[src/rtl/sensor_read_scheduler_pkg.sv]
// sensor_sched_pkg: command encodings, FSM states and timeout data for sensor_read_scheduler
package sensor_sched_pkg;
  typedef enum logic [1:0] {
    OP_SINGLE   = 2'b00,
    OP_START    = 2'b01,
    OP_STOP     = 2'b10,
    OP_STOP_ALL = 2'b11
  } cmd_op_e;
  typedef enum logic [1:0] {IDLE, ISSUE, WAIT, RESP} state_e;
  localparam logic [7:0] RSP_TIMEOUT_DATA = 8'hFF;
endpackage

[src/rtl/sensor_read_scheduler_if.sv]
// sensor_read_scheduler_if: command, sensor-controller and response channels of the scheduler
interface sensor_read_scheduler_if #(parameter int ADDR_W = 5);
  logic              cmd_valid;
  logic              cmd_ready;
  logic [1:0]        cmd_op;
  logic [ADDR_W-1:0] cmd_addr;
  logic              ctrl_start;
  logic [ADDR_W-1:0] ctrl_addr;
  logic              ctrl_done;
  logic [7:0]        ctrl_data;
  logic              rsp_valid;
  logic              rsp_ready;
  logic [ADDR_W-1:0] rsp_addr;
  logic [7:0]        rsp_data;
  logic              rsp_cont;
  logic              rsp_timeout;
  logic              cont_active;
  modport slave (
    input  cmd_valid, cmd_op, cmd_addr, ctrl_done, ctrl_data, rsp_ready,
    output cmd_ready, ctrl_start, ctrl_addr, rsp_valid, rsp_addr, rsp_data, rsp_cont, rsp_timeout, cont_active
  );
  modport master (
    output cmd_valid, cmd_op, cmd_addr, ctrl_done, ctrl_data, rsp_ready,
    input  cmd_ready, ctrl_start, ctrl_addr, rsp_valid, rsp_addr, rsp_data, rsp_cont, rsp_timeout, cont_active
  );
endinterface

[src/rtl/sensor_read_scheduler_rr_picker.sv]
// rr_picker: rotating priority encoder, grants the lowest set request index >= ptr_i, wrapping
module rr_picker #(
  parameter  int N = 32,
  localparam int W = $clog2(N)
) (
  input  logic [N-1:0] req_i,
  input  logic [W-1:0] ptr_i,
  output logic         grant_valid_o,
  output logic [W-1:0] grant_idx_o
);
  always_comb begin
    grant_valid_o = |req_i;
    grant_idx_o = '0;
    for (int i = N - 1; i >= 0; i--)
      if (req_i[ptr_i + W'(i)]) grant_idx_o = ptr_i + W'(i);
  end
endmodule

[src/rtl/sensor_read_scheduler.sv]
// sensor_read_scheduler: shares one sensor controller between one-shot and periodic reads.
// Define SCHED_OVERRUN_STAT_EN to add overrun_cnt, a saturating count of missed periodic reads.
module sensor_read_scheduler
  import sensor_sched_pkg::*;
#(
  parameter int ADDR_W      = 5,
  parameter int PERIOD_CYC  = 200000000,
  parameter int TIMEOUT_CYC = 5000000
) (
  input logic clk,
  input logic rst,
  sensor_read_scheduler_if.slave bus
`ifdef SCHED_OVERRUN_STAT_EN
  ,
  output logic [7:0] overrun_cnt
`endif
);
  localparam int N  = 1 << ADDR_W;
  localparam int PW = $clog2(PERIOD_CYC);
  localparam int TW = $clog2(TIMEOUT_CYC);
  state_e            state_q, state_d;
  logic [N-1:0]      cont_mask_q, cont_mask_d, pending_q, pending_d;
  logic              hold_valid_q, hold_valid_d, sel_cont_q, sel_cont_d;
  logic              rsp_cont_q, rsp_cont_d, rsp_timeout_q, rsp_timeout_d;
  logic [ADDR_W-1:0] hold_addr_q, hold_addr_d, sel_q, sel_d, rr_ptr_q, rr_ptr_d, rsp_addr_q, rsp_addr_d;
  logic [7:0]        rsp_data_q, rsp_data_d;
  logic [PW-1:0]     pcnt_q, pcnt_d;
  logic [TW-1:0]     tcnt_q, tcnt_d;
  logic              wrap, timed_out, grant_valid;
  logic [ADDR_W-1:0] grant_idx;
  rr_picker #(.N(N)) u_pick (
    .req_i(pending_q), .ptr_i(rr_ptr_q), .grant_valid_o(grant_valid), .grant_idx_o(grant_idx)
  );
  assign wrap      = pcnt_q == PW'(PERIOD_CYC - 1);
  assign timed_out = tcnt_q == TW'(TIMEOUT_CYC - 1);
  always_ff @(posedge clk) begin
    if (rst) begin
      state_q       <= IDLE;
      cont_mask_q   <= '0;
      pending_q     <= '0;
      hold_valid_q  <= 1'b0;
      hold_addr_q   <= '0;
      sel_q         <= '0;
      sel_cont_q    <= 1'b0;
      rr_ptr_q      <= '0;
      pcnt_q        <= '0;
      tcnt_q        <= '0;
      rsp_addr_q    <= '0;
      rsp_data_q    <= '0;
      rsp_cont_q    <= 1'b0;
      rsp_timeout_q <= 1'b0;
    end else begin
      state_q       <= state_d;
      cont_mask_q   <= cont_mask_d;
      pending_q     <= pending_d;
      hold_valid_q  <= hold_valid_d;
      hold_addr_q   <= hold_addr_d;
      sel_q         <= sel_d;
      sel_cont_q    <= sel_cont_d;
      rr_ptr_q      <= rr_ptr_d;
      pcnt_q        <= pcnt_d;
      tcnt_q        <= tcnt_d;
      rsp_addr_q    <= rsp_addr_d;
      rsp_data_q    <= rsp_data_d;
      rsp_cont_q    <= rsp_cont_d;
      rsp_timeout_q <= rsp_timeout_d;
    end
  end
  always_comb begin
    state_d = state_q;
    case (state_q)
      IDLE:    state_d = (hold_valid_q || grant_valid) ? ISSUE : IDLE;
      ISSUE:   state_d = WAIT;
      WAIT:    state_d = (bus.ctrl_done || timed_out) ? RESP : WAIT;
      RESP:    state_d = bus.rsp_ready ? IDLE : RESP;
      default: state_d = IDLE;
    endcase
  end
  always_comb begin
    pcnt_d        = wrap ? '0 : pcnt_q + 1'b1;
    tcnt_d        = (state_q == WAIT) ? tcnt_q + 1'b1 : '0;
    cont_mask_d   = cont_mask_q;
    pending_d     = pending_q | (wrap ? cont_mask_q : '0);
    hold_valid_d  = hold_valid_q;
    hold_addr_d   = hold_addr_q;
    sel_d         = sel_q;
    sel_cont_d    = sel_cont_q;
    rr_ptr_d      = rr_ptr_q;
    rsp_addr_d    = rsp_addr_q;
    rsp_data_d    = rsp_data_q;
    rsp_cont_d    = rsp_cont_q;
    rsp_timeout_d = rsp_timeout_q;
    if (state_q == IDLE && (hold_valid_q || grant_valid)) begin
      sel_d      = hold_valid_q ? hold_addr_q : grant_idx;
      sel_cont_d = !hold_valid_q;
    end
    if (state_q == ISSUE && sel_cont_q) begin
      pending_d[sel_q] = 1'b0;
      rr_ptr_d         = sel_q + 1'b1;
    end
    if (state_q == ISSUE && !sel_cont_q) hold_valid_d = 1'b0;
    if (state_q == WAIT && (bus.ctrl_done || timed_out)) begin
      rsp_addr_d    = sel_q;
      rsp_cont_d    = sel_cont_q;
      rsp_data_d    = bus.ctrl_done ? bus.ctrl_data : RSP_TIMEOUT_DATA;
      rsp_timeout_d = !bus.ctrl_done;
    end
    // Commands land after the wrap merge so a same-cycle stop still wins over the merge.
    if (bus.cmd_valid && !hold_valid_q) begin
      case (cmd_op_e'(bus.cmd_op))
        OP_SINGLE: begin
          hold_valid_d = 1'b1;
          hold_addr_d  = bus.cmd_addr;
        end
        OP_START: cont_mask_d[bus.cmd_addr] = 1'b1;
        OP_STOP: begin
          cont_mask_d[bus.cmd_addr] = 1'b0;
          pending_d[bus.cmd_addr]   = 1'b0;
        end
        default: begin
          cont_mask_d = '0;
          pending_d   = '0;
        end
      endcase
    end
  end
  assign bus.cmd_ready   = !hold_valid_q;
  assign bus.ctrl_start  = state_q == ISSUE;
  assign bus.ctrl_addr   = sel_q;
  assign bus.rsp_valid   = state_q == RESP;
  assign bus.rsp_addr    = rsp_addr_q;
  assign bus.rsp_data    = rsp_data_q;
  assign bus.rsp_cont    = rsp_cont_q;
  assign bus.rsp_timeout = rsp_timeout_q;
  assign bus.cont_active = |cont_mask_q;
`ifdef SCHED_OVERRUN_STAT_EN
  always_ff @(posedge clk) begin
    if (rst) overrun_cnt <= '0;
    else if (wrap && |(pending_q & cont_mask_q) && overrun_cnt != 8'hFF) overrun_cnt <= overrun_cnt + 1'b1;
  end
`endif
endmodule

[src/flat_wrapper.sv]
// flat-port wrapper written by rule: the top's interface ports become plain ports
module sensor_read_scheduler_flat import sensor_sched_pkg::*;
#(
  parameter int ADDR_W      = 5,
  parameter int PERIOD_CYC  = 200000000,
  parameter int TIMEOUT_CYC = 5000000
)
  (clk, rst, bus_cmd_valid, bus_cmd_op, bus_cmd_addr, bus_ctrl_done, bus_ctrl_data, bus_rsp_ready, bus_cmd_ready, bus_ctrl_start, bus_ctrl_addr, bus_rsp_valid, bus_rsp_addr, bus_rsp_data, bus_rsp_cont, bus_rsp_timeout, bus_cont_active);
  sensor_read_scheduler_if #(.ADDR_W(ADDR_W)) bus_i ();
  input logic clk;
  input logic rst;
  input wire logic [$bits(bus_i.cmd_valid)-1:0] bus_cmd_valid;
  input wire logic [$bits(bus_i.cmd_op)-1:0] bus_cmd_op;
  input wire logic [$bits(bus_i.cmd_addr)-1:0] bus_cmd_addr;
  input wire logic [$bits(bus_i.ctrl_done)-1:0] bus_ctrl_done;
  input wire logic [$bits(bus_i.ctrl_data)-1:0] bus_ctrl_data;
  input wire logic [$bits(bus_i.rsp_ready)-1:0] bus_rsp_ready;
  output wire logic [$bits(bus_i.cmd_ready)-1:0] bus_cmd_ready;
  output wire logic [$bits(bus_i.ctrl_start)-1:0] bus_ctrl_start;
  output wire logic [$bits(bus_i.ctrl_addr)-1:0] bus_ctrl_addr;
  output wire logic [$bits(bus_i.rsp_valid)-1:0] bus_rsp_valid;
  output wire logic [$bits(bus_i.rsp_addr)-1:0] bus_rsp_addr;
  output wire logic [$bits(bus_i.rsp_data)-1:0] bus_rsp_data;
  output wire logic [$bits(bus_i.rsp_cont)-1:0] bus_rsp_cont;
  output wire logic [$bits(bus_i.rsp_timeout)-1:0] bus_rsp_timeout;
  output wire logic [$bits(bus_i.cont_active)-1:0] bus_cont_active;
  assign bus_i.cmd_valid = bus_cmd_valid;
  assign bus_i.cmd_op = bus_cmd_op;
  assign bus_i.cmd_addr = bus_cmd_addr;
  assign bus_i.ctrl_done = bus_ctrl_done;
  assign bus_i.ctrl_data = bus_ctrl_data;
  assign bus_i.rsp_ready = bus_rsp_ready;
  assign bus_cmd_ready = bus_i.cmd_ready;
  assign bus_ctrl_start = bus_i.ctrl_start;
  assign bus_ctrl_addr = bus_i.ctrl_addr;
  assign bus_rsp_valid = bus_i.rsp_valid;
  assign bus_rsp_addr = bus_i.rsp_addr;
  assign bus_rsp_data = bus_i.rsp_data;
  assign bus_rsp_cont = bus_i.rsp_cont;
  assign bus_rsp_timeout = bus_i.rsp_timeout;
  assign bus_cont_active = bus_i.cont_active;
  sensor_read_scheduler #(.ADDR_W(ADDR_W), .PERIOD_CYC(PERIOD_CYC), .TIMEOUT_CYC(TIMEOUT_CYC)) u_core (.clk(clk), .rst(rst), .bus(bus_i));
endmodule
[config.mk]
export PLATFORM = sky130hd
export DESIGN_NAME = sensor_read_scheduler_flat
export DESIGN_NICKNAME = d
export VERILOG_FILES = /design/src/rtl/sensor_read_scheduler_pkg.sv /design/src/rtl/sensor_read_scheduler_if.sv /design/src/rtl/sensor_read_scheduler_rr_picker.sv /design/src/rtl/sensor_read_scheduler.sv /design/src/flat_wrapper.sv
export SDC_FILE = /design/constraint.sdc
export NUM_CORES = 1
export LEC_CHECK = 0
export ABC_AREA = 0
export ABC_CLOCK_PERIOD_IN_PS = 6600
export CAP_MARGIN = 20
export CORE_MARGIN = 1
export CORE_UTILIZATION = 60
export CTS_CLUSTER_SIZE = 24
export DETAILED_ROUTE_END_ITERATION = 6
export PLACE_DENSITY = 0.78
export SYNTH_ARGS = -nofsm -noshare
export SYNTH_HDL_FRONTEND = slang
export SYNTH_SLANG_ARGS = --single-unit
[constraint.sdc]
create_clock -name clk -period 6.6 [get_ports clk]
set_clock_uncertainty 0.05 [all_clocks]
set_input_delay 1.98 -clock clk [delete_from_list [all_inputs] [get_ports clk]]
set_output_delay 1.98 -clock clk [all_outputs]
set_load 0.01 [all_outputs]
==> results of run 1 <==
## metrics by stage
stage            util  std cells
2_1_floorplan       -       1584
3_3_place_gp   0.6418       1829
3_5_place_dp   0.6418       1829
4_1_cts        0.6700       1861
5_1_grt        0.6730       1864
6_report       0.6730       1864
## layout by cell type, fill, tap and decap left out, drive strengths merged, types with 4 or more instances in the layout
| cell | n |
|---|---|
| dfxtp | 149 |
| o211ai | 14 |
| o221ai | 5 |
| o21ai | 76 |
| xnor2 | 34 |
| clkbuf | 20 |
| nand2b | 50 |
| mux2 | 27 |
| nor3b | 4 |
| nand3 | 40 |
| a211oi | 44 |
| ha | 23 |
| a21boi | 9 |
| nor4b | 5 |
| xor2 | 45 |
| a221oi | 4 |
| o22ai | 6 |
| nand4 | 14 |
| nand2 | 165 |
| o311ai | 5 |
| inv | 43 |
| nor2b | 13 |
| mux2i | 63 |
| buf | 31 |
| nor4 | 21 |
| or3 | 10 |
| a2111oi | 38 |
| a21o | 4 |
| nor2 | 182 |
| o21a | 5 |
| mux4 | 84 |
| and3 | 13 |
| or2 | 12 |
| and2 | 13 |
| clkdlybuf4s50 | 42 |
| a21oi | 163 |
| a31oi | 10 |
| a22oi | 4 |
| nor3 | 39 |
## worst max-delay path, cell delays in order (launching register included)
cell and delay, ns:
sky130_fd_sc_hd__dfxtp_4 0.51, sky130_fd_sc_hd__clkinv_1 0.22, sky130_fd_sc_hd__buf_4 0.22, sky130_fd_sc_hd__ha_1 0.70
sky130_fd_sc_hd__buf_4 0.33, sky130_fd_sc_hd__mux4_2 0.42, sky130_fd_sc_hd__mux4_2 0.57, sky130_fd_sc_hd__mux2i_2 0.55
sky130_fd_sc_hd__or2_1 0.23, sky130_fd_sc_hd__nor2_1 0.05, sky130_fd_sc_hd__a211oi_1 0.29, sky130_fd_sc_hd__o211ai_1 0.16
sky130_fd_sc_hd__a211oi_1 0.29, sky130_fd_sc_hd__o41ai_1 0.12, sky130_fd_sc_hd__a21oi_1 0.17
## power by group through the flow
stage | clock network, mW | logic (mW) | registers, mW
after floorplan | 0 | 0.144 | 0.934
after global placement | 0 | 0.208 | 0.939
after detailed placement | 0 | 0.210 | 0.939
after CTS | 0.991 | 0.212 | 0.919
after global routing | 1.03 | 0.240 | 0.920
final | 0.986 | 0.223 | 0.919
## per-layer routing
| metal | GRT usage | up-vias |
|---|---|---|
| li1 | - | 5918 |
| met1 | 0.5394 | 6170 |
| met2 | 0.6539 | 912 |
| met3 | 0.08909 | 157 |
| met4 | 0.2258 | 0 |
| met5 | 0 | - |
## cell families after synthesis
logic type      synth area share
buf+inv                  0.04823
fa+ha+maj                0.02184
xor+xnor                 0.05649
compound gates            0.2078
mux                       0.2218
flops                     0.2263
simple gates              0.2175
## sequential cells by signal, indices dropped and copies added, names as in the netlist, 8 cells and up
signal and cells:
u_core.bus.rsp_data 8, u_core.cont_mask_q 32, u_core.pcnt_q 28, u_core.pending_q 32
u_core.tcnt_q 23
## layout make-up
| class | instances | area (µm²) |
|---|---|---|
| multi-input combinational | 1300 | 9565 |
| fill | 1753 | 6962 |
| sequential | 149 | 2989 |
| timing repair buffer | 74 | 698.2 |
| clock buffer | 19 | 454.2 |
| tap | 275 | 344.1 |
| clock inverter | 13 | 146.4 |
| inverter | 34 | 127.6 |
## path summary, 6_finish.rpt
check,end,cells past startpoint
hold / removal,u_core.tcnt_q[0],1
setup / recovery,u_core.bus.ctrl_addr[3],14
setup reg to reg,u_core.bus.ctrl_addr[3],14
hold reg to reg,u_core.tcnt_q[0],1
==> impl_table.tex, run 1 <==
\begin{tabular}{lr}
\hline
Metric & Value \\
\hline
\multicolumn{2}{l}{\textbf{Status}} \\
Result of the run & finished, final reports clean \\
\multicolumn{2}{l}{\textbf{Synthesis}} \\
Most frequently used flop master after synthesis & sky130\_fd\_sc\_hd\_\_dfxtp\_1 \\
Largest area contributor in the synthesized netlist & sky130\_fd\_sc\_hd\_\_dfxtp\_1 \\
Number of distinct library cell variants in the gate-level netlist after synthesis & 98 \\
Instance count of the mapped netlist & 1584 \\
Cell types with the largest area share after synthesis & sky130\_fd\_sc\_hd\_\_dfxtp\_1 (23\%), sky130\_fd\_sc\_hd\_\_mux4\_2 (12\%), sky130\_fd\_sc\_hd\_\_a21oi\_1 (6.1\%) \\
Number of flip-flops and latches in the synthesized netlist & 149 \\
Library cell with the highest instance count after synthesis & sky130\_fd\_sc\_hd\_\_nor2\_1 \\
Number of enable flip-flop cells after synthesis & 0 \\
Async set-reset flop share out of synthesis & 0 \\
Syn\_nets & 1627 \\
Synth Warn \# & 0 \\
Syn Area/Cell & 8.320 µm² \\
Part of the Yosys area used for sequential elements & 0.2263 \\
Summed instance area of the synthesized netlist & 0.01318 mm² \\
Share of the synthesized area in the top cell type & 0.2263 \\
Commonest cells in the synthesized netlist & sky130\_fd\_sc\_hd\_\_nor2\_1 (181), sky130\_fd\_sc\_hd\_\_nand2\_1 (162), sky130\_fd\_sc\_hd\_\_a21oi\_1 (161) \\
\multicolumn{2}{l}{\textbf{Layout}} \\
Layout area overhead & 8.697\% \\
Inserted Diodes & 0 \\
Fin nets & 1619 \\
Final instance area & 0.01433 mm² \\
Layout cells sized above 1 & 0.1296 \\
\multicolumn{2}{l}{\textbf{Critical path}} \\
Start point of the critical path & u\_core.rr\_ptr\_q[1] \\
Critical path startpoint category & flop \\
Type of destination of the critical path & flop \\
Data required time at the worst endpoint & 6.91 ns \\
Startpoint of the lowest-slack register-to-register path & u\_core.rr\_ptr\_q[1] \\
Arrival time at the worst endpoint & 5.26 ns \\
Critical Setup Path Class & reg2reg \\
Setup slack, reg-to-reg & 1.65 ns \\
Worst-path maximum fanout & 20 \\
\multicolumn{2}{l}{\textbf{Floorplanning}} \\
Number of ports placed on the die boundary & 44 \\
Die H & 150.2 µm \\
Placeable core region & 0.02129 mm² \\
DIE AREA & 0.02256 mm² \\
Starting utilization of the core area & 0.6191 \\
Count of standard-cell rows & 53 \\
Die span in x & 150.2 µm \\
\multicolumn{2}{l}{\textbf{Timing}} \\
Final period utilization & 0.7497 \\
Slew Limit Fails & 0 \\
Clock period minus worst slack & 4.948 ns \\
Worst slew pin tran & 1.110 ns \\
Relative slew slack & 0.2409 \\
RSZ-0062 raised after global routing & no \\
Post-Route Setup TNS & 0 ns \\
Setup violators final & 0 \\
Hold violation count in the final report & 0 \\
Post-route worst setup slack & 1.652 ns \\
Peak clock frequency supported by timing & 202.1 MHz \\
Post-route worst hold slack & 0.4090 ns \\
\multicolumn{2}{l}{\textbf{Route}} \\
Uppermost layer routed & met4 \\
Detail-routed via count per cell & 7.058 \\
Detail Route Antenna Nets & 0 \\
Initial DRT Pass Iterations & 6 \\
DRC errors left & 0 \\
Number of violations reported at the end of detailed-routing iteration 0 & 1515 \\
Final Routed Wirelength & 46220 µm \\
Sum of routed wire segments on met1 & 17720 µm \\
Via count & 13.16k \\
Routed length per instance & 24.80 µm \\
Detailed-routed wire length on met2 & 20750 µm \\
Amount of wire on met3 after detailed routing & 5170 µm \\
\multicolumn{2}{l}{\textbf{Power and ir drop}} \\
Logic pwr share & 0.105 \\
VDD IR max & 0.0001761 V \\
Post-layout total power & 2.127 mW \\
Sequential power share & 0.432 \\
Power Dens Cells & 148.5 mW/mm² \\
Int Power & 1.550 mW \\
Leakage power summed over all cells & 5.133 nW \\
Fraction of power spent switching nets & 0.2715 \\
Power spent charging and discharging nets & 577.6 µW \\
Clock network fraction of design power & 0.463 \\
\multicolumn{2}{l}{\textbf{Min path}} \\
Hold\_sp & u\_core.tcnt\_q[0] \\
Worst min-delay path class & reg2reg \\
\multicolumn{2}{l}{\textbf{CTS}} \\
Total CTS buffers & 17 \\
Cell at the root of the clock tree & sky130\_fd\_sc\_hd\_\_clkbuf\_16 \\
Clock slew at reported path FFs & 0.07 ns \\
H-tree levels & 4 \\
Post-CTS Hold Fix Bufs & 0 \\
Setup fix buffers added after clock tree synthesis & 0 \\
Total of cells resized after clock tree synthesis & 0 \\
CTS tree & done \\
Clk\_lat worst skew & 0.43 ns \\
CTS Buffer Depth & 2 \\
Total number of clock tree sinks & 149 \\
\multicolumn{2}{l}{\textbf{Place}} \\
Post-placement cell area & 0.01366 mm² \\
Placement-stage worst setup slack & 1.789 ns \\
Count of buffers inserted at the top-level ports & 43 \\
Gpl congestion & 1.040 \\
Post-detail-place hpwl & 33230 µm \\
\multicolumn{2}{l}{\textbf{GRT}} \\
Total GRT Usage & 0.4178 \\
Largest net degree at the start of global routing & 98 \\
Antenna violations before repair & 1 \\
Vias in the first global route & 12.17k \\
First-pass GRT wire length & 71020 µm \\
Gr ovfl total & 0 \\
\multicolumn{2}{l}{\textbf{Job}} \\
\# Max-Cap Violations & 0 \\
\hline
\end{tabular}
Note: power is estimated with default switching activity, not from simulation.
==> run 2: changes to the inputs <==
Settings changed: ABC_CLOCK_PERIOD_IN_PS 6600 to 3990, CORE_UTILIZATION 60 to 57.
Clock period 6.6 ns to 3.99 ns, I/O delays scaled along.
==> impl_table.tex, run 2 (synthesis gave the netlist of run 1 again) <==
\begin{tabular}{lr}
\hline
Metric & Value \\
\hline
\multicolumn{2}{l}{\textbf{Critical path}} \\
Startpoint of the lowest-slack register-to-register path & u\_core.rr\_ptr\_q[0] \\
Slowest CP cell & sky130\_fd\_sc\_hd\_\_o41ai\_2 \\
Arrival time at the worst endpoint & 4.14 ns \\
Critical path startpoint category & flop \\
Kind of cell adding the most delay to the critical path & multiplexers \\
Critical Setup Path Class & reg2reg \\
End of the worst register-to-register path & u\_core.bus.ctrl\_addr[3] \\
Number of cell instances on the worst register-to-register path & 15 \\
Setup slack, reg-to-reg & 0.11 ns \\
Type of destination of the critical path & flop \\
Worst-path maximum fanout & 21 \\
CP Cell Sequence & buf\_8 > ha\_1 > buf\_4 > xor2\_2 > buf\_12 > mux2i\_2 > mux2i\_2 > mux2\_2 > or2\_2 > nor2\_2 > nor2\_1 > a31oi\_2 > a211oi\_1 > o41ai\_2 > a21oi\_1 \\
Data required time at the worst endpoint & 4.25 ns \\
Critical path's most frequent cell & sky130\_fd\_sc\_hd\_\_mux2i\_2 \\
Total buffers and inverters traversed by the critical path & 3 \\
Max stage delay on crit path & 0.41 ns \\
\multicolumn{2}{l}{\textbf{Route}} \\
DRC errors left & 0 \\
Routed length per instance & 23.76 µm \\
Initial DRT Pass Iterations & 7 \\
Detail Route Antenna Nets & 0 \\
Detail-routed via count per cell & 6.855 \\
Number of violations reported at the end of detailed-routing iteration 0 & 1491 \\
Final Routed Wirelength & 46130 µm \\
Via count & 13.31k \\
\multicolumn{2}{l}{\textbf{Floorplanning}} \\
Starting utilization of the core area & 0.5821 \\
Placeable core region & 0.02264 mm² \\
Die H & 154.1 µm \\
DIE AREA & 0.02373 mm² \\
Die span in x & 154.1 µm \\
Number of ports placed on the die boundary & 44 \\
Count of standard-cell rows & 55 \\
\multicolumn{2}{l}{\textbf{Place}} \\
Gpl congestion & 1.084 \\
Count of buffers inserted at the top-level ports & 43 \\
Post-placement cell area & 0.01421 mm² \\
Post-detail-place hpwl & 35070 µm \\
\multicolumn{2}{l}{\textbf{GRT}} \\
Vias in the first global route & 12.25k \\
First-pass GRT wire length & 71590 µm \\
Largest net degree at the start of global routing & 78 \\
Total GRT Usage & 0.3923 \\
Gr ovfl total & 0 \\
Antenna violations before repair & 0 \\
\multicolumn{2}{l}{\textbf{CTS}} \\
Clk\_lat worst skew & 0.44 ns \\
H-tree levels & 4 \\
Cell at the root of the clock tree & sky130\_fd\_sc\_hd\_\_clkbuf\_16 \\
CTS tree & done \\
Total number of clock tree sinks & 149 \\
CTS Buffer Depth & 2 \\
Total CTS buffers & 17 \\
Clock slew at reported path FFs & 0.08 ns \\
\multicolumn{2}{l}{\textbf{Power and ir drop}} \\
Power Dens Cells & 239.9 mW/mm² \\
VDD IR max & 0.0003212 V \\
Post-layout total power & 3.594 mW \\
Leakage power summed over all cells & 5.478 nW \\
\multicolumn{2}{l}{\textbf{Min path}} \\
Hold\_sp & u\_core.tcnt\_q[0] \\
Hold EP & u\_core.tcnt\_q[0] \\
Worst min-delay path class & reg2reg \\
Cell depth of the worst min-delay path & 1 \\
\multicolumn{2}{l}{\textbf{Layout}} \\
Post-route core utilization & 0.6618 \\
Most used cells in the layout excluding fill and tap cells & sky130\_fd\_sc\_hd\_\_nor2\_1 (178), sky130\_fd\_sc\_hd\_\_nand2\_1 (162), sky130\_fd\_sc\_hd\_\_a21oi\_1 (161) \\
Layout area overhead & 13.69\% \\
Fin nets & 1686 \\
Inserted Diodes & 0 \\
Most common cell after layout, fill and taps aside & sky130\_fd\_sc\_hd\_\_nor2\_1 \\
Fill cell instance count of the final layout & 1919 \\
Registers with the highest flip-flop counts & u\_core.cont\_mask\_q x32, u\_core.pending\_q x32, u\_core.pcnt\_q x28 \\
Layout cells sized above 1 & 0.1757 \\
Final instance area & 0.01498 mm² \\
\multicolumn{2}{l}{\textbf{Timing}} \\
Worst slew pin tran & 1.083 ns \\
Setup violators final & 0 \\
Final period utilization & 0.9735 \\
RSZ-0062 raised after global routing & no \\
Clock period minus worst slack & 3.884 ns \\
Hold violation count in the final report & 0 \\
Slew Limit Fails & 0 \\
Peak clock frequency supported by timing & 257.5 MHz \\
Relative slew slack & 0.2780 \\
Post-Route Setup TNS & 0 ns \\
\multicolumn{2}{l}{\textbf{Status}} \\
Result of the run & finished, final reports clean \\
\multicolumn{2}{l}{\textbf{Job}} \\
\# Max-Cap Violations & 0 \\
\hline
\end{tabular}
-- run 2: changes by cell type in the layout (fill, tap and decap cells not counted), sizes merged --
| cell | change |
|---|---|
| inv | -4 |
| bufinv | -1 |
| clkinv | +8 |
| clkbuf | -3 |
| buf | +68 |
| clkinvlp | -1 |
-- run 2: report_power, final --
part	internal (mW)	total, mW	leakage, nW	switching [mW]
Sequential	1.50	1.52	1.20	0.0195
Clock	0.863	1.70	0.301	0.841
Combinational	0.140	0.371	3.97	0.231
Total	2.50	3.59	5.48	1.09
-- run 2: worst register-to-register path, stage by stage (launching register included) --
cell and delay, ns:
sky130_fd_sc_hd__dfxtp_2 0.39, sky130_fd_sc_hd__buf_8 0.22, sky130_fd_sc_hd__ha_1 0.25, sky130_fd_sc_hd__buf_4 0.16, sky130_fd_sc_hd__xor2_2 0.18, sky130_fd_sc_hd__buf_12 0.18, sky130_fd_sc_hd__mux2i_2 0.32, sky130_fd_sc_hd__mux2i_2 0.19
sky130_fd_sc_hd__mux2_2 0.37, sky130_fd_sc_hd__or2_2 0.36, sky130_fd_sc_hd__nor2_2 0.15, sky130_fd_sc_hd__nor2_1 0.07, sky130_fd_sc_hd__a31oi_2 0.20, sky130_fd_sc_hd__a211oi_1 0.14, sky130_fd_sc_hd__o41ai_2 0.41, sky130_fd_sc_hd__a21oi_1 0.12
-- run 2: per-layer routing --
layer | wire [µm] | GRT usage | vias up
li1 | - | - | 6057
met1 | 18750 | 0.5257 | 6311
met2 | 20600 | 0.6177 | 794
met3 | 4115 | 0.05271 | 144
met4 | 2657 | 0.2067 | 0
met5 | 0 | 0 | -
-- run 2: what timing repair did --
item                                    4_1_cts  5_1_grt
setup buffers                                 0       10
pin swaps                                     0        1
endpoints found under the setup margin        1        5
hold buffers                                  0        0
resized for setup                             1       16
-- run 2: final cells by class --
class                           count  area [µm²]  share of cell area
Multi-Input combinational cell   1300        9642              0.6435
Clock buffer                       17       425.4             0.02839
Sequential cell                   149        2989              0.1995
Inverter                           34       140.1            0.009353
Tap cell                          285       356.6             0.02380
Timing Repair Buffer              141        1231             0.08217
Clock inverter                     15       198.9             0.01328
-- run 2: metrics by stage --
stage	hold slack, ns	instances	worst slack, ns
final	0.3986	1941	0.1058
after floorplan	0.3679	1584	-0.03305
after detailed placement	0.3931	1899	-0.08406
after global routing	0.4380	1941	0.02006
after CTS	0.4038	1931	0.01909
after global placement	0.3785	1899	-0.08991
-- run 2: how the worst max path moves through the flow --
stage                                   from                 endpoint  slack [ns]  cells after the start
after floorplan           u_core.rr_ptr_q[1]  u_core.bus.ctrl_addr[0]       -0.03                     19
after global placement    u_core.rr_ptr_q[1]  u_core.bus.ctrl_addr[3]       -0.09                     12
after detailed placement  u_core.rr_ptr_q[0]  u_core.bus.ctrl_addr[3]       -0.08                     15
after CTS                 u_core.rr_ptr_q[0]  u_core.bus.ctrl_addr[3]        0.02                     15
after global routing      u_core.rr_ptr_q[2]  u_core.bus.ctrl_addr[3]        0.02                     13
final                     u_core.rr_ptr_q[0]  u_core.bus.ctrl_addr[3]        0.11                     15
==> run 3: changes to the inputs <==
Settings changed: CORE_ASPECT_RATIO set to 0.7.
==> impl_table.tex, run 3 (synthesis gave the netlist of run 1 again) <==
\begin{tabular}{lr}
\hline
Metric & Value \\
\hline
\multicolumn{2}{l}{\textbf{Layout}} \\
Registers with the highest flip-flop counts & u\_core.cont\_mask\_q x32, u\_core.pending\_q x32, u\_core.pcnt\_q x28 \\
Layout cells sized above 1 & 0.1811 \\
Most used cells in the layout excluding fill and tap cells & sky130\_fd\_sc\_hd\_\_nor2\_1 (179), sky130\_fd\_sc\_hd\_\_nand2\_1 (162), sky130\_fd\_sc\_hd\_\_a21oi\_1 (160) \\
Final instance area & 0.01513 mm² \\
Most common cell after layout, fill and taps aside & sky130\_fd\_sc\_hd\_\_nor2\_1 \\
Post-route core utilization & 0.6673 \\
Number of standard cells in the final layout excluding fillers & 1980 \\
Inserted Diodes & 0 \\
Layout area overhead & 14.83\% \\
Fin nets & 1698 \\
Fill cell instance count of the final layout & 1916 \\
\multicolumn{2}{l}{\textbf{CTS}} \\
Clk\_lat worst skew & 0.45 ns \\
Total number of clock tree sinks & 149 \\
CTS Buffer Depth & 2 \\
H-tree levels & 4 \\
Total CTS buffers & 17 \\
CTS tree & done \\
Cell at the root of the clock tree & sky130\_fd\_sc\_hd\_\_clkbuf\_16 \\
Clock slew at reported path FFs & 0.07 ns \\
\multicolumn{2}{l}{\textbf{Timing}} \\
Slew Limit Fails & 0 \\
Post-route worst hold slack & 0.4110 ns \\
Final period utilization & 0.9857 \\
Clock period minus worst slack & 3.933 ns \\
RSZ-0062 raised after global routing & no \\
Peak clock frequency supported by timing & 254.3 MHz \\
Setup violators final & 0 \\
Post-route worst setup slack & 0.05693 ns \\
Worst slew pin tran & 0.8351 ns \\
Relative slew slack & 0.4393 \\
Post-Route Setup TNS & 0 ns \\
Hold violation count in the final report & 0 \\
\multicolumn{2}{l}{\textbf{Route}} \\
Detail-routed via count per cell & 6.998 \\
Detail Route Antenna Nets & 0 \\
Via count & 13.86k \\
DRC errors left & 0 \\
Initial DRT Pass Iterations & 7 \\
Final Routed Wirelength & 49260 µm \\
Routed length per instance & 24.88 µm \\
Number of violations reported at the end of detailed-routing iteration 0 & 2431 \\
\multicolumn{2}{l}{\textbf{Critical path}} \\
Total buffers and inverters traversed by the critical path & 3 \\
CP Cell Sequence & inv\_2 > ha\_1 > xor2\_4 > buf\_4 > mux2i\_1 > mux4\_2 > nor2\_1 > or2\_1 > or2\_2 > a211o\_1 > nor4\_1 > a21oi\_2 > buf\_4 > o2bb2ai\_1 \\
Slowest CP cell & sky130\_fd\_sc\_hd\_\_dfxtp\_1 \\
Kind of cell adding the most delay to the critical path & simple AND/OR/NAND/NOR gates \\
Critical Setup Path Class & reg2reg \\
Critical path startpoint category & flop \\
Arrival time at the worst endpoint & 4.27 ns \\
Data required time at the worst endpoint & 4.32 ns \\
Max stage delay on crit path & 0.44 ns \\
Type of destination of the critical path & flop \\
Worst-path maximum fanout & 10 \\
Critical path's most frequent cell & sky130\_fd\_sc\_hd\_\_buf\_4 \\
\multicolumn{2}{l}{\textbf{Floorplanning}} \\
Placeable core region & 0.02268 mm² \\
Die span in x & 183.7 µm \\
Die H & 129.2 µm \\
DIE AREA & 0.02374 mm² \\
Starting utilization of the core area & 0.5812 \\
Number of ports placed on the die boundary & 44 \\
Count of standard-cell rows & 46 \\
\multicolumn{2}{l}{\textbf{Place}} \\
Count of buffers inserted at the top-level ports & 43 \\
Post-detail-place hpwl & 37400 µm \\
Gpl congestion & 1.132 \\
Total instance count after detailed placement & 1942 \\
Placement-stage worst setup slack & -0.1202 ns \\
Post-placement cell area & 0.01438 mm² \\
\multicolumn{2}{l}{\textbf{GRT}} \\
Largest net degree at the start of global routing & 51 \\
First-pass GRT wire length & 73930 µm \\
Total GRT Usage & 0.4150 \\
Antenna violations before repair & 0 \\
Vias in the first global route & 12.19k \\
Gr ovfl total & 0 \\
\multicolumn{2}{l}{\textbf{Min path}} \\
Worst min-delay path class & reg2reg \\
\multicolumn{2}{l}{\textbf{Status}} \\
Result of the run & finished, final reports clean \\
\multicolumn{2}{l}{\textbf{Power and ir drop}} \\
Power Dens Cells & 240.0 mW/mm² \\
Leakage power summed over all cells & 5.556 nW \\
VDD IR max & 0.0002955 V \\
Post-layout total power & 3.632 mW \\
\multicolumn{2}{l}{\textbf{Job}} \\
\# Max-Cap Violations & 0 \\
\hline
\end{tabular}
==> run 3: changes by cell type in the layout (fill, tap and decap cells not counted), sizes merged <==
cell and delta:
clkinvlp +1, buf +11, bufinv +2, clkbuf +3
clkinv -5
==> run 3: timing repair <==
item,4_1_cts,5_1_grt
pin swaps,0,2
resized for setup,2,18
setup buffers,0,4
hold buffers,0,0
setup endpoints to repair,1,5
==> run 3: final timing paths <==
kind / startpoint / to / slack, ns / cells after the start
setup / recovery: u_core.rr_ptr_q[2] / u_core.bus.ctrl_addr[2] / 0.06 / 14
hold / removal: u_core.pcnt_q[0] / u_core.pcnt_q[0] / 0.41 / 1
setup reg to reg: u_core.rr_ptr_q[2] / u_core.bus.ctrl_addr[2] / 0.06 / 14
hold reg to reg: u_core.pcnt_q[0] / u_core.pcnt_q[0] / 0.41 / 1
==> run 3: final cells by class <==
type / instances / area, µm² / share of cell area
Timing Repair Buffer: 153 / 1328 / 0.08772
Inverter: 34 / 140.1 / 0.009260
Tap cell: 312 / 390.4 / 0.02580
Clock inverter: 13 / 163.9 / 0.01083
Multi-Input combinational cell: 1300 / 9679 / 0.6396
Clock buffer: 19 / 442.9 / 0.02927
Sequential cell: 149 / 2989 / 0.1975
==> run 3: per-layer routing <==
layer / global-route usage / up-vias / part of all wire
met3: 0.1799 / 116 / 0.18
li1: - / 6065 / -
met2: 0.5566 / 1116 / 0.39
met5: 0 / - / 0
met4: 0.1064 / 0 / 0.024
met1: 0.5994 / 6560 / 0.41
==> run 3: report_power, final <==
group / leakage [nW] / switching, mW / internal (mW)
clock network: 0.296 / 0.765 / 0.962
registers: 1.20 / 0.0160 / 1.50
logic: 4.06 / 0.246 / 0.143
total: 5.56 / 1.03 / 2.61
